`src/rtl/ram_sdp_be_if.sv`:
```
// Write/read bus of the simple dual-port byte-enable RAM.
// master drives requests; slave (the RAM) returns ready and read results.
interface ram_sdp_be_if #(
    parameter int DATA_WIDTH = 8,
    parameter int N_WORDS    = 16,
    parameter int BYTE_WIDTH = 8
);
    localparam int AW = $clog2(N_WORDS);
    localparam int NB = DATA_WIDTH / BYTE_WIDTH;

    logic                  ready;
    logic                  we;
    logic [AW-1:0]         wr_addr;
    logic [NB-1:0]         wr_be;
    logic [DATA_WIDTH-1:0] wr_data;
    logic                  re;
    logic [AW-1:0]         rd_addr;
    logic [DATA_WIDTH-1:0] rd_data;
    logic                  rd_valid;

    modport master (
        input  ready, rd_data, rd_valid,
        output we, wr_addr, wr_be, wr_data, re, rd_addr
    );

    modport slave (
        output ready, rd_data, rd_valid,
        input  we, wr_addr, wr_be, wr_data, re, rd_addr
    );
endinterface

```
`src/rtl/ram_sdp_be.sv`:
```
// Simple dual-port RAM with byte-lane writes and optional zero-fill after reset.
// Latency: write commits at the edge; read data/valid registered, 1 cycle after re.
// Backpressure: ready low during zero-fill; requests are ignored, never queued.
module ram_sdp_be #(
    parameter int DATA_WIDTH     = 8,
    parameter int N_WORDS        = 16,
    parameter int BYTE_WIDTH     = 8,
    parameter int READ_FIRST     = 0,
    parameter int CLEAR_ON_RESET = 1
) (
    input  logic          clk,
    input  logic          rst_n,
    ram_sdp_be_if.slave   bus
);
    localparam int              AW    = $clog2(N_WORDS);
    localparam int              NB    = DATA_WIDTH / BYTE_WIDTH;
    localparam logic [AW:0]     DEPTH = (AW+1)'(N_WORDS);
    localparam logic [AW-1:0]   LAST  = AW'(N_WORDS - 1);

    typedef enum logic {S_CLEAR, S_IDLE} state_t;

    state_t                state_q, state_d;
    logic [AW-1:0]         clr_cnt_q;
    logic                  clearing, idle;
    logic                  wr_ok, rd_ok, rd_in_range, collide;
    logic [DATA_WIDTH-1:0] rd_old, rd_word;
    logic [DATA_WIDTH-1:0] mem [N_WORDS];

    assign clearing    = (state_q == S_CLEAR);
    assign idle        = (state_q == S_IDLE);
    assign bus.ready   = idle;
    assign wr_ok       = idle && bus.we && ({1'b0, bus.wr_addr} < DEPTH);
    assign rd_ok       = idle && bus.re;
    assign rd_in_range = ({1'b0, bus.rd_addr} < DEPTH);
    assign collide     = wr_ok && bus.re && (bus.wr_addr == bus.rd_addr);

    always_ff @(posedge clk or negedge rst_n) begin
        if (!rst_n) begin
            state_q   <= (CLEAR_ON_RESET != 0) ? S_CLEAR : S_IDLE;
            clr_cnt_q <= '0;
        end else begin
            state_q <= state_d;
            if (clearing) clr_cnt_q <= clr_cnt_q + 1'b1;
        end
    end

    always_comb begin
        state_d = state_q;
        if (clearing && (clr_cnt_q == LAST)) state_d = S_IDLE;
    end

    // Array has no reset; zero-fill walks it one word per edge instead.
    always_ff @(posedge clk) begin
        if (clearing) begin
            mem[clr_cnt_q] <= '0;
        end else if (wr_ok) begin
            for (int i = 0; i < NB; i++) begin
                if (bus.wr_be[i])
                    mem[bus.wr_addr][i*BYTE_WIDTH +: BYTE_WIDTH] <= bus.wr_data[i*BYTE_WIDTH +: BYTE_WIDTH];
            end
        end
    end

    // Write-first forwards enabled lanes of the colliding write over the stored word.
    always_comb begin
        rd_old  = rd_in_range ? mem[bus.rd_addr] : '0;
        rd_word = rd_old;
        if ((READ_FIRST == 0) && collide) begin
            for (int i = 0; i < NB; i++) begin
                if (bus.wr_be[i])
                    rd_word[i*BYTE_WIDTH +: BYTE_WIDTH] = bus.wr_data[i*BYTE_WIDTH +: BYTE_WIDTH];
            end
        end
    end

    always_ff @(posedge clk or negedge rst_n) begin
        if (!rst_n) begin
            bus.rd_data  <= '0;
            bus.rd_valid <= 1'b0;
        end else begin
            bus.rd_valid <= rd_ok;
            if (rd_ok) bus.rd_data <= rd_word;
        end
    end
endmodule

```
`src/flat_wrapper.sv`:
```
// flat-port wrapper written by rule: the top's interface ports become plain ports
module ram_sdp_be_flat 
#(
    parameter int DATA_WIDTH     = 8,
    parameter int N_WORDS        = 16,
    parameter int BYTE_WIDTH     = 8,
    parameter int READ_FIRST     = 0,
    parameter int CLEAR_ON_RESET = 1
)
  (clk, rst_n, bus_ready, bus_rd_data, bus_rd_valid, bus_we, bus_wr_addr, bus_wr_be, bus_wr_data, bus_re, bus_rd_addr);
  ram_sdp_be_if #(.DATA_WIDTH(DATA_WIDTH), .N_WORDS(N_WORDS), .BYTE_WIDTH(BYTE_WIDTH)) bus_i ();
  input  logic clk;
  input  logic rst_n;
  output wire logic [$bits(bus_i.ready)-1:0] bus_ready;
  output wire logic [$bits(bus_i.rd_data)-1:0] bus_rd_data;
  output wire logic [$bits(bus_i.rd_valid)-1:0] bus_rd_valid;
  input wire logic [$bits(bus_i.we)-1:0] bus_we;
  input wire logic [$bits(bus_i.wr_addr)-1:0] bus_wr_addr;
  input wire logic [$bits(bus_i.wr_be)-1:0] bus_wr_be;
  input wire logic [$bits(bus_i.wr_data)-1:0] bus_wr_data;
  input wire logic [$bits(bus_i.re)-1:0] bus_re;
  input wire logic [$bits(bus_i.rd_addr)-1:0] bus_rd_addr;
  assign bus_ready = bus_i.ready;
  assign bus_rd_data = bus_i.rd_data;
  assign bus_rd_valid = bus_i.rd_valid;
  assign bus_i.we = bus_we;
  assign bus_i.wr_addr = bus_wr_addr;
  assign bus_i.wr_be = bus_wr_be;
  assign bus_i.wr_data = bus_wr_data;
  assign bus_i.re = bus_re;
  assign bus_i.rd_addr = bus_rd_addr;
  ram_sdp_be #(.DATA_WIDTH(DATA_WIDTH), .N_WORDS(N_WORDS), .BYTE_WIDTH(BYTE_WIDTH), .READ_FIRST(READ_FIRST), .CLEAR_ON_RESET(CLEAR_ON_RESET)) u_core (.clk(clk), .rst_n(rst_n), .bus(bus_i));
endmodule
```
`config.mk`:
```
export PLATFORM = sky130hd
export DESIGN_NAME = ram_sdp_be_flat
export DESIGN_NICKNAME = d
export VERILOG_FILES = /design/src/rtl/ram_sdp_be_if.sv /design/src/rtl/ram_sdp_be.sv /design/src/flat_wrapper.sv
export SDC_FILE = /design/constraint.sdc
export NUM_CORES = 1
export LEC_CHECK = 0
export BUFFER_PORTS_ARGS = -buffer_cell sky130_fd_sc_hd__buf_2
export CAP_MARGIN = 15
export CORE_ASPECT_RATIO = 0.7
export CORE_MARGIN = 1
export CORE_UTILIZATION = 55
export DETAILED_ROUTE_END_ITERATION = 6
export GPL_ROUTABILITY_DRIVEN = 0
export GPL_TIMING_DRIVEN = 0
export PLACE_DENSITY = 0.76
export SLEW_MARGIN = 10
export SYNTH_ARGS = -nofsm -noshare
export SYNTH_HDL_FRONTEND = slang
export SYNTH_SLANG_ARGS = --single-unit
```
`constraint.sdc`:
```
create_clock -name clk -period 2.2 [get_ports clk]
set_input_delay 0.66 -clock clk [delete_from_list [all_inputs] [get_ports clk]]
set_output_delay 0.66 -clock clk [all_outputs]
set_load 0.005 [all_outputs]
```
==> results list <==
- The flow ran to the end, but the final reports show violations.
- Failing checks: negative setup slack
- Setup total negative slack on the finished layout was measured at -352.4 ps.
- The detailed router finished its first iteration with between 300 and 400 violations.
* Post-synthesis instance total: just under 300
- Peak supply drop: 0.7593 mV
- Total vias in the final route: 3106
- In the global route stage, overall resource usage came out at 0.2466.
- The pre-antenna-repair detailed-routing pass consisted of 4 iterations.
- DRT antenna net count: 0
- Die area: between 0.01 and 0.015 mm²
- The internal portion of the total power is about 0.0052 W.
- Counting every net in the synthesized netlist gives 317.
- Number of antenna violations at the first check in global routing: 0
- The synthesized design contains 142 register bits.
* Sort of element at the end of the critical path: flip-flop
- Subtracting the final worst setup slack from the clock period gives ~2200 ps.
- Clock sinks: between 100 and 150
- Wire length of the first global-routing pass: approximately 19 mm
- Synth Cell Area: ~0.0058 mm²
- The number of antenna diodes in the final layout is 0.
- For the pin with the worst max-slew slack, the measured transition is between 800 and 900 ps.
- TritonCTS clock tree: yes
* Mean routed wirelength per cell: 25.43 µm
- For this design, the slowest cell found on the critical path is a31oi_1.
* TritonCTS buffer count: 17
* Clk root buf: clkbuf_16
- Multi-input gate area: roughly 0.0016 mm²
* Fraction of power spent switching nets: 0.1930
* Number of hold violations in the final report: 0
- Final non-filler cell area: between 0.006 and 0.007 mm²
- Including well taps, the total number of placed cells is 451.
- For this run, the slowest stage of the critical path takes between 600 and 700 ps.
- Maximum level of the CTS H-tree: 4
* Classification of the worst setup path: flip-flop to flip-flop
- For this run, the post-layout net count is between 300 and 400.
* Data arrival at the endpoint of the critical path: around 2300 ps
- In this run the worst path has a maximum fanout of 10.
* Gr ovfl total: 0
* Path depth of the worst reg2reg path: 6
* Total area of sequential cells: ~0.0042 mm²
* Leak pwr: between 2 and 3 nW
- Setup repair after global routing could not meet its margin everywhere.
- Timing would allow up to 449.0 MHz.
* Main flop type after synthesis: edfxtp_1
- Mean Syn Cell Area: between 15 and 20 µm²
- Cell-by-cell trace of the critical path: buf_2 -> and3_1 -> buf_4 -> nor3_1 -> a31oi_1 -> nor2_2
* Number of synthesized flops with an enable pin: around 130
- Worst-case clock buffer depth: 2
* Fraction of the yosys area taken by sequential cells: 0.7276
- The finished layout holds between 400 and 500 standard cells, fillers aside.
* DR vias/cell: 6.417
- The core region is ~0.01 mm².
- Die span in x: 124.4 µm
* Setup WS post-layout: -26.96 ps
- Data on the critical path is required at its endpoint by 2290 ps.
- CTS hold repair buffers: 0
- Logic pwr share: 0.045
* Nature of the critical path startpoint: flip-flop
* DR DRC count: 0
- The placed instances occupy a cell area of 0.006065 mm².
- Worst min-delay path class: primary input to async pin
* Standard-cell row count: 30
- The max-slew violation count was 0.
- For this design the total switching power over the nets is 0.001236 W.
* Effective utilization at floorplan: 0.5795
* Max cap viols: 0
- The die is 87.65 µm tall.
- During synthesis, Yosys emitted a total of 0 warnings.
* Total wirelength of the detailed-routed design: 12.31 mm
- Share of synthesized registers carrying an async set or reset: 0.09859
* Share of cells above drive strength 1: 0.3483
- During placement, the flow inserted port buffers numbering 28.
- Dividing the final minimum period by the clock period gives 1.012.
- Power spread over the standard cell area amounts to about 930 mW/mm².
- Placed wire-length estimate after detailed placement: approximately 8.0 mm
- Setup violation total in the final timing report: 23
- Maximum number of pins on one net before global-route repair: 17
- The number of global-route vias before repair came to ~3100.
* Clock Skews: between 7 and 8 ps
* Power consumption: 0.006405 W
- Number of distinct library cell variants in the gate-level netlist after synthesis: 34
* Fillers: just over 600
* Slew Limit Headroom: 0.4273
- Number of ports placed on the die boundary: 31
- Relative to the synthesized area, the layout overhead comes to 19.36%.
* Clock latency at the later pin of the worst-skew pair: 410 ps
- Relative contribution of the clock network to total power: 0.492
- Clock transition at the register clock pins on the worst setup and hold paths after CTS: approximately 60 ps
* Sequential Power Share: 0.463
## registers in the layout, indices dropped and copies added (netlist names)
| signal | flops |
|---|---|
| u_core.bus.rd_data | 8 |
| u_core.clr_cnt_q | 4 |
| u_core.mem | 128 |
| u_core.bus.ready | 1 |
| u_core.bus.rd_valid | 1 |
## power groups by stage
stage,Clock [W],Sequential (W),Combinational [W]
final,0.00315,0.00296,0.000289
after global routing,0.00328,0.00296,0.000309
after CTS,0.00316,0.00296,0.000281
after detailed placement,0,0.00302,0.000273
after global placement,0,0.00302,0.000265
after floorplan,0,0.00302,0.000162
## layer usage
layer / GRT usage / routed length, µm / part of all wire / vias up
li1: - / - / - / 1321
met1: 0.3405 / 5039 / 0.41 / 1603
met2: 0.3752 / 5728 / 0.47 / 158
met3: 0.06353 / 1270 / 0.10 / 24
met4: 0.1194 / 268 / 0.022 / 0
met5: 0 / 0 / 0 / -
## what timing repair did
item	4_1_cts	5_1_grt
endpoints found under the setup margin	124	184
pin swaps	0	2
cloned	0	0
buffers inserted	0	1
resized for setup	24	16
## cell usage after synthesis (2+ instances only)
master,number,area [µm²]
edfxtp_1,128,3844
mux4_2,22,495.5
nor2_1,19,71.32
a22oi_1,17,127.6
dfrtp_1,14,350.3
and2_1,10,62.56
mux4_1,10,262.8
nand2_1,10,37.54
o221a_1,8,90.09
or3_1,8,50.05
xnor2_1,7,61.31
a31oi_1,4,25.02
buf_2,4,20.02
clkbuf_2,3,15.01
inv_1,3,11.26
nor3_1,3,15.01
and3_1,2,12.51
buf_12,2,40.04
buf_4,2,15.01
clkbuf_1,2,7.510
nand3_1,2,10.01
nor2b_1,2,12.51
nor3b_1,2,15.01
## worst max-delay path, delay by kind of cell (launching register included)
family | cells | cell delay, ps
buffers and inverters | 2 | 400
flip-flops | 1 | 330
AND/OR/NAND/NOR | 3 | 560
AO/OA/AOI/OAI | 1 | 610
## cell type report
| cell class | count | share of cell area |
|---|---|---|
| Sequential cell | 142 | 0.6096 |
| Multi-Input combinational cell | 135 | 0.2286 |
| Clock buffer | 22 | 0.06892 |
| Clock inverter | 10 | 0.02655 |
| Timing Repair Buffer | 29 | 0.02328 |
| Tap cell | 128 | 0.02328 |
| Buffer | 15 | 0.01819 |
| Inverter | 3 | 0.001637 |
## cell families (layout without fill, tap and decap cells)
| family | Yosys count | count (layout) | share of synthesized area |
|---|---|---|---|
| adders and majority gates | 1 | 1 | 0.002170 |
| and+or+nand+nor | 61 | 61 | 0.05427 |
| AOI/OAI and AO/OA | 33 | 33 | 0.04841 |
| muxes | 33 | 33 | 0.1335 |
| DFF | 142 | 142 | 0.7276 |
| buffers and inverters | 18 | 79 | 0.02344 |
| xor gates and xnor gates | 7 | 7 | 0.01064 |
## final timing paths
kind	slack (ps)	startpoint	end
min	140	rst_n	u_core.clr_cnt_q[3]
min reg2reg	560	u_core.bus.rd_data[0]	u_core.bus.rd_data[0]
min in group clk	560	u_core.bus.rd_data[0]	u_core.bus.rd_data[0]
max	-30	u_core.bus.ready	u_core.mem[4][1]
max in group asynchronous	1800	rst_n	u_core.bus.rd_data[7]
max reg2reg	-30	u_core.bus.ready	u_core.mem[4][1]
## placed cells by master, fill, tap and decap left out, types with 4 or more instances in the layout
cell,n
clkbuf_2,4
nor2_4,10
nor2_2,6
nand2_1,10
bufinv_16,5
mux4_1,10
and2_2,8
dfrtp_1,14
xnor2_1,7
clkbuf_16,17
mux4_2,22
a22oi_1,17
buf_2,32
or3_1,8
edfxtp_1,128
o221a_1,8
## stage by stage
step,utilization,worst slack [ps],hold WS (ps)
2_1_floorplan,-,116.4,364.4
3_3_place_gp,0.6097,-531.4,525.3
3_5_place_dp,0.6097,-585.7,540.4
4_1_cts,0.6844,-66.53,144.5
5_1_grt,0.6917,-136.9,163.9
6_report,0.6917,-26.96,141.2
No activity file was read; power rests on OpenSTA's default activity.
